**config.mk**
```make
export PLATFORM = sky130hd
export DESIGN_NAME = c432_irq_seq_flat
export DESIGN_NICKNAME = d
export VERILOG_FILES = /design/src/rtl/c432_irq_seq_if.sv /design/src/rtl/c432_irq_seq.sv /design/src/flat_wrapper.sv
export SDC_FILE = /design/constraint.sdc
export NUM_CORES = 1
export LEC_CHECK = 0
export CORE_ASPECT_RATIO = 1.1
export CORE_MARGIN = 4
export CORE_UTILIZATION = 46
export DETAILED_ROUTE_END_ITERATION = 8
export HOLD_SLACK_MARGIN = 0.06
export PLACE_DENSITY = 0.71
export SLEW_MARGIN = 20
export SYNTH_ARGS = -nofsm -noshare
export SYNTH_HDL_FRONTEND = slang
export SYNTH_SLANG_ARGS = --single-unit
```
**constraint.sdc**
```tcl
create_clock -name CK -period 3.1 [get_ports CK]
set_input_delay 0.465 -clock CK [delete_from_list [all_inputs] [get_ports CK]]
set_output_delay 0.465 -clock CK [all_outputs]
set_load 0.02 [all_outputs]
```
**src/rtl/c432_irq_seq_if.sv**
```systemverilog
// Bus between the upstream priority encoder / CPU and c432_irq_seq.
// The slave modport is the sequencer's view; master is the driver's view.
interface c432_irq_seq_if;
    logic [2:0] GRANT;
    logic [3:0] CHAN;
    logic       IACK;
    logic       EOI;
    logic       IRQ;
    logic [6:0] VEC;
    logic       BUSY;
    logic [2:0] CNT;
    logic       OVF;

    modport master (
        output GRANT, CHAN, IACK, EOI,
        input  IRQ, VEC, BUSY, CNT, OVF
    );

    modport slave (
        input  GRANT, CHAN, IACK, EOI,
        output IRQ, VEC, BUSY, CNT, OVF
    );
endinterface

```
**src/rtl/c432_irq_seq.sv**
```systemverilog
// Interrupt request sequencer: edge-captures encoder grants, queues them and hands them to the CPU.
// Define C432_IRQ_SEQ_FIFO_EN for a FIFO_DEPTH-entry queue; otherwise a single holding register.
module c432_irq_seq #(
    parameter int unsigned FIFO_DEPTH = 4
) (
    input logic           CK,
    input logic           RST,
    c432_irq_seq_if.slave bus
);

    if (FIFO_DEPTH < 2 || FIFO_DEPTH > 8 || (FIFO_DEPTH & (FIFO_DEPTH - 1)) != 0) begin : g_bad_depth
        $error("FIFO_DEPTH must be a power of two in 2..8");
    end

    typedef enum logic [1:0] {StIdle, StReq, StServ} state_e;

    state_e     state_q, state_d;
    logic [6:0] s, prev_q, vreg_q, vreg_d, head, vec;
    logic [3:0] cnt_q, cnt_d;
    logic       ovf_q, ovf_d;
    logic       cap, pop, push, full;

    assign s    = {bus.GRANT, bus.CHAN};
    assign cap  = (bus.GRANT != 3'b000) && (s != prev_q);
    assign pop  = (state_q == StReq) && bus.IACK;
    // A pop in the same cycle frees the slot the capture needs.
    assign push = cap && (!full || pop);

`ifdef C432_IRQ_SEQ_FIFO_EN
    localparam int unsigned PtrW = $clog2(FIFO_DEPTH);
    localparam logic [3:0]  Full = 4'(FIFO_DEPTH);

    logic [6:0]      mem_q [FIFO_DEPTH];
    logic [PtrW-1:0] wptr_q, wptr_d, rptr_q, rptr_d;

    assign full = (cnt_q == Full);
    assign head = mem_q[rptr_q];

    always_comb begin
        wptr_d = wptr_q;
        rptr_d = rptr_q;
        if (push) wptr_d = wptr_q + 1'b1;
        if (pop)  rptr_d = rptr_q + 1'b1;
    end

    always_ff @(posedge CK) begin
        if (RST) begin
            wptr_q <= '0;
            rptr_q <= '0;
        end else begin
            wptr_q <= wptr_d;
            rptr_q <= rptr_d;
        end
    end

    // Entry storage needs no reset: occupancy gates every read.
    always_ff @(posedge CK) begin
        if (!RST && push) mem_q[wptr_q] <= s;
    end
`else
    logic [6:0] hold_q;

    assign full = (cnt_q != 4'd0);
    assign head = hold_q;

    always_ff @(posedge CK) begin
        if (!RST && push) hold_q <= s;
    end
`endif

    always_comb begin
        cnt_d   = cnt_q;
        ovf_d   = ovf_q | (cap && !push);
        state_d = state_q;
        vreg_d  = vreg_q;
        if (push && !pop)      cnt_d = cnt_q + 4'd1;
        else if (pop && !push) cnt_d = cnt_q - 4'd1;
        unique case (state_q)
            StIdle: if (cnt_q != 4'd0) state_d = StReq;
            StReq: begin
                if (bus.IACK) begin
                    state_d = StServ;
                    vreg_d  = head;
                end
            end
            StServ:  if (bus.EOI) state_d = StIdle;
            default: state_d = StIdle;
        endcase
    end

    always_ff @(posedge CK) begin
        if (RST) begin
            state_q <= StIdle;
            prev_q  <= '0;
            vreg_q  <= '0;
            cnt_q   <= '0;
            ovf_q   <= 1'b0;
        end else begin
            state_q <= state_d;
            prev_q  <= s;
            vreg_q  <= vreg_d;
            cnt_q   <= cnt_d;
            ovf_q   <= ovf_d;
        end
    end

    always_comb begin
        vec = 7'h00;
        unique case (state_q)
            StReq:   vec = head;
            StServ:  vec = vreg_q;
            default: vec = 7'h00;
        endcase
    end

    assign bus.IRQ  = (state_q == StReq);
    assign bus.BUSY = (state_q != StIdle);
    assign bus.VEC  = vec;
    // The port is 3 bits wide; a full depth-8 queue reports 7.
    assign bus.CNT  = (cnt_q > 4'd7) ? 3'd7 : cnt_q[2:0];
    assign bus.OVF  = ovf_q;

endmodule

```
**src/flat_wrapper.sv**
```systemverilog
// flat-port wrapper written by rule: the top's interface ports become plain ports
module c432_irq_seq_flat 
#(
    parameter int unsigned FIFO_DEPTH = 4
)
  (CK, RST, bus_GRANT, bus_CHAN, bus_IACK, bus_EOI, bus_IRQ, bus_VEC, bus_BUSY, bus_CNT, bus_OVF);
  c432_irq_seq_if bus_i ();
  input logic CK;
  input logic RST;
  input wire logic [$bits(bus_i.GRANT)-1:0] bus_GRANT;
  input wire logic [$bits(bus_i.CHAN)-1:0] bus_CHAN;
  input wire logic [$bits(bus_i.IACK)-1:0] bus_IACK;
  input wire logic [$bits(bus_i.EOI)-1:0] bus_EOI;
  output wire logic [$bits(bus_i.IRQ)-1:0] bus_IRQ;
  output wire logic [$bits(bus_i.VEC)-1:0] bus_VEC;
  output wire logic [$bits(bus_i.BUSY)-1:0] bus_BUSY;
  output wire logic [$bits(bus_i.CNT)-1:0] bus_CNT;
  output wire logic [$bits(bus_i.OVF)-1:0] bus_OVF;
  assign bus_i.GRANT = bus_GRANT;
  assign bus_i.CHAN = bus_CHAN;
  assign bus_i.IACK = bus_IACK;
  assign bus_i.EOI = bus_EOI;
  assign bus_IRQ = bus_i.IRQ;
  assign bus_VEC = bus_i.VEC;
  assign bus_BUSY = bus_i.BUSY;
  assign bus_CNT = bus_i.CNT;
  assign bus_OVF = bus_i.OVF;
  c432_irq_seq #(.FIFO_DEPTH(FIFO_DEPTH)) u_core (.CK(CK), .RST(RST), .bus(bus_i));
endmodule
```
==> metrics.md <==
| Metric | Value |
|---|---|
| DIE AREA | `3790 um2` |
| RSZ-0062 raised after global routing | `false` |
| Met2 routed WL | `1110 um` |
| Worst-Skew Late Latency | `320 ps` |
| Crit path largest cell delay | `510 ps` |
| CP Capture Type | `flip-flop` |
| WL/cell | `12.0 um` |
| Count leader, synth | `dfxtp_1` |
| Post-synth top area share | `31.9%` |
| Final setup viols | `0` |
| Asr flop ratio synth | `0%` |
| CTS Buf Count | `3` |
| GPL Wtd Cong | `0.739` |
| Met3 wire len | `129 um` |
| Worst Path Required | `3330 ps` |
| Gr ovfl total | `0` |
| Layout cells sized above 1 | `10.3%` |
| Final hold vios | `0` |
| Post-CTS Setup Repair Bufs | `0` |
| CTS tree | `built` |
| Vias | `1043` |
| Synth warn | `0` |
| Crit path DAT | `3030 ps` |
| Leak | `0.634 nW` |
| Initial drt markers | `35` |
| Critical Path Fanout Max | `4` |
| P&R area growth vs syn | `26.0%` |
| Synth top cells by count | `dfxtp_1 (21), nor2b_1 (15), a21oi_1 (11)` |
| Post-synth top flop | `dfxtp_1` |
| Post-CTS Resized | `0` |
| Status | `complete, no violations` |
| Post-synth EDFFs | `7` |
| Die Y | `64.2 um` |
| Max_slew headroom | `67.5%` |
| Setup Slack @ Placement | `-37.5 ps` |
| H-tree depth | `1` |
| CTS Buffer Depth | `2` |
| Synth area leader | `dfxtp_1` |
| Flops & latches, synth | `28` |
| Setup Skew | `4.86 ps` |
| Fmax | `357 MHz` |
| Pwr dens | `872 nW/um2` |
| # DRC | `0` |
| First-pass GRT wire length | `3970 um` |
| Placed cell area | `1610 um2` |
| Synth area leaders | `dfxtp_1 (32%), edfxtp_1 (16%), ha_1 (7.6%), nor2b_1 (7.1%), a21oi_1 (4.2%)` |
| HPWL after DPL | `1800 um` |
| Slew @ Worst Pin | `488 ps` |
| Vias in the first global route | `966` |
| Crit path top cell by count | `ha_1` |
| Yosys cell types | `27` |
| Routed WL | `2390 um` |
| Slew Limit Fails | `0` |
| Ant diodes | `0` |
| Vias/cell | `5.27` |
| M1 WL | `1140 um` |
| Worst hold path type | `reg -> reg` |
| Crit-path cells | `clkdlybuf4s50_1 -> xnor2_1 -> nand4_1 -> nor4_1 -> nor3_1 -> ha_1 -> inv_1 -> ha_1 -> a21oi_1 -> a211oi_1 -> a31oi_1 -> mux2_2` |
| Overall Global Routing Usage | `13.2%` |
| Max IR drop VDD | `0.576 mV` |
| Initial Util | `47.9%` |
| Worst path slowest cell | `clkdlybuf4s50_1` |
| Die X-Extent | `59.1 um` |
| Largest net degree at the start of global routing | `25` |
| Initial antenna violation count | `0` |
| Post-layout util | `60.4%` |
| Mapped Avg Cell Area | `9.56 um2` |
| Rows | `20` |
| Crit path launch type | `input pin` |
| Fillers | `260` |
| Mapped Area | `1320 um2` |
| CTS Hold Buffers Added | `0` |
| Max-cap violation count | `0` |
| Number of I/O pins | `24` |
| Synthesized instance count | `138` |
| CTS Root Cell | `clkbuf_4` |
| Post-route cell area | `1660 um2` |
| Top routing layer in use | `met4` |
| CTS sink cnt | `28` |
| Pre-antenna DRT Iters | `4` |
| Syn_nets | `157` |
| Setup ws final | `301 ps` |
| Port bufs | `23` |
| Clock-pin slew on the worst setup and hold paths | `150 ps` |
| Routed Antenna Nets | `0` |
| Setup TNS | `0 ps` |
| Post-route minimum period | `2800 ps` |
| Sequential-to-total area share from yosys stat | `47.8%` |
| Setup CP Type | `in -> reg` |
| Crit share post-route | `90.3%` |
| Nets | `185` |
| Core Footprint | `2750 um2` |
stage by stage:
step	hold slack, ps	power [mW]	cells
2_1_floorplan	436	1.01	138
3_3_place_gp	442	1.20	194
3_5_place_dp	446	1.22	194
4_1_cts	466	1.46	198
5_1_grt	482	1.56	198
6_report	464	1.45	198
worst max-delay path, delay by kind of cell:
| kind | cells | cell delay, ps |
|---|---|---|
| adder cells (fa/ha/maj) | 2 | 480 |
| AND/OR/NAND/NOR | 3 | 550 |
| multiplexers | 1 | 340 |
| AO/OA/AOI/OAI | 3 | 460 |
| XOR/XNOR | 1 | 140 |
| buffers and inverters | 2 | 610 |
layout by cell type (no fill, tap or decap), types with 2 or more instances in the layout:
cell type | synthesis | routed
a21oi_1 | 11 | 11
a22oi_1 | 7 | 7
buf_4 | 0 | 8
clkbuf_4 | 0 | 3
clkdlybuf4s50_1 | 0 | 23
dfxtp_1 | 21 | 21
edfxtp_1 | 7 | 7
ha_1 | 8 | 8
inv_1 | 6 | 6
mux2i_1 | 2 | 2
nand2_1 | 9 | 9
nand3_1 | 8 | 8
nor2_1 | 9 | 9
nor2b_1 | 15 | 15
nor3_1 | 4 | 4
nor4_1 | 3 | 3
or2_2 | 3 | 3
xnor2_1 | 5 | 5
xor2_1 | 4 | 4
final cells by class:
class                      count  area [um2]  share of cell area (%)
clock buffer                   3        22.5                    1.36
clock inverter                 1        30.0                    1.81
sequential                    28         631                    38.0
multi-input combinational     95         621                    37.3
inverter                       7        26.3                    1.58
tap                           33        41.3                    2.48
timing repair buffer          31         290                    17.5
flip-flops by register name, summed over array words and instances (netlist names):
register,count
u_core.bus.OVF,1
u_core.cnt_q,4
u_core.head,7
u_core.prev_q,7
u_core.state_q,2
u_core.vreg_q,7
metal layers:
| layer | vias to the layer above | global-route usage (%) |
|---|---|---|
| met5 | - | 0 |
| met4 | 0 | 4.82 |
| met3 | 2 | 2.02 |
| met2 | 26 | 21.8 |
| met1 | 489 | 17.1 |
| li1 | 526 | - |
power by group:
group          internal (mW)  switching [mW]
logic                  0.341           0.362
registers              0.452          0.0567
clock network          0.131           0.106
path summary, 6_finish.rpt:
check	startpoint	to	slack (ps)	depth (start not counted)
worst max-delay path	bus_CHAN[2]	u_core.cnt_q[3]	300	12
worst min-delay path	u_core.vreg_q[4]	u_core.vreg_q[4]	460	2
worst max register to register	u_core.cnt_q[0]	u_core.cnt_q[3]	340	10
worst min register to register	u_core.vreg_q[4]	u_core.vreg_q[4]	460	2
kinds of logic (layout without fill, tap and decap cells):
group,Yosys count,in the layout,synth area share [%]
simple gates,52,52,20.1
flops,28,28,47.8
compound gates,23,23,11.0
buf+inv,15,42,5.12
xor+xnor,9,9,5.98
fa+ha+maj,8,8,7.59
mux,3,3,2.37
(Power assumes the default switching activity.)
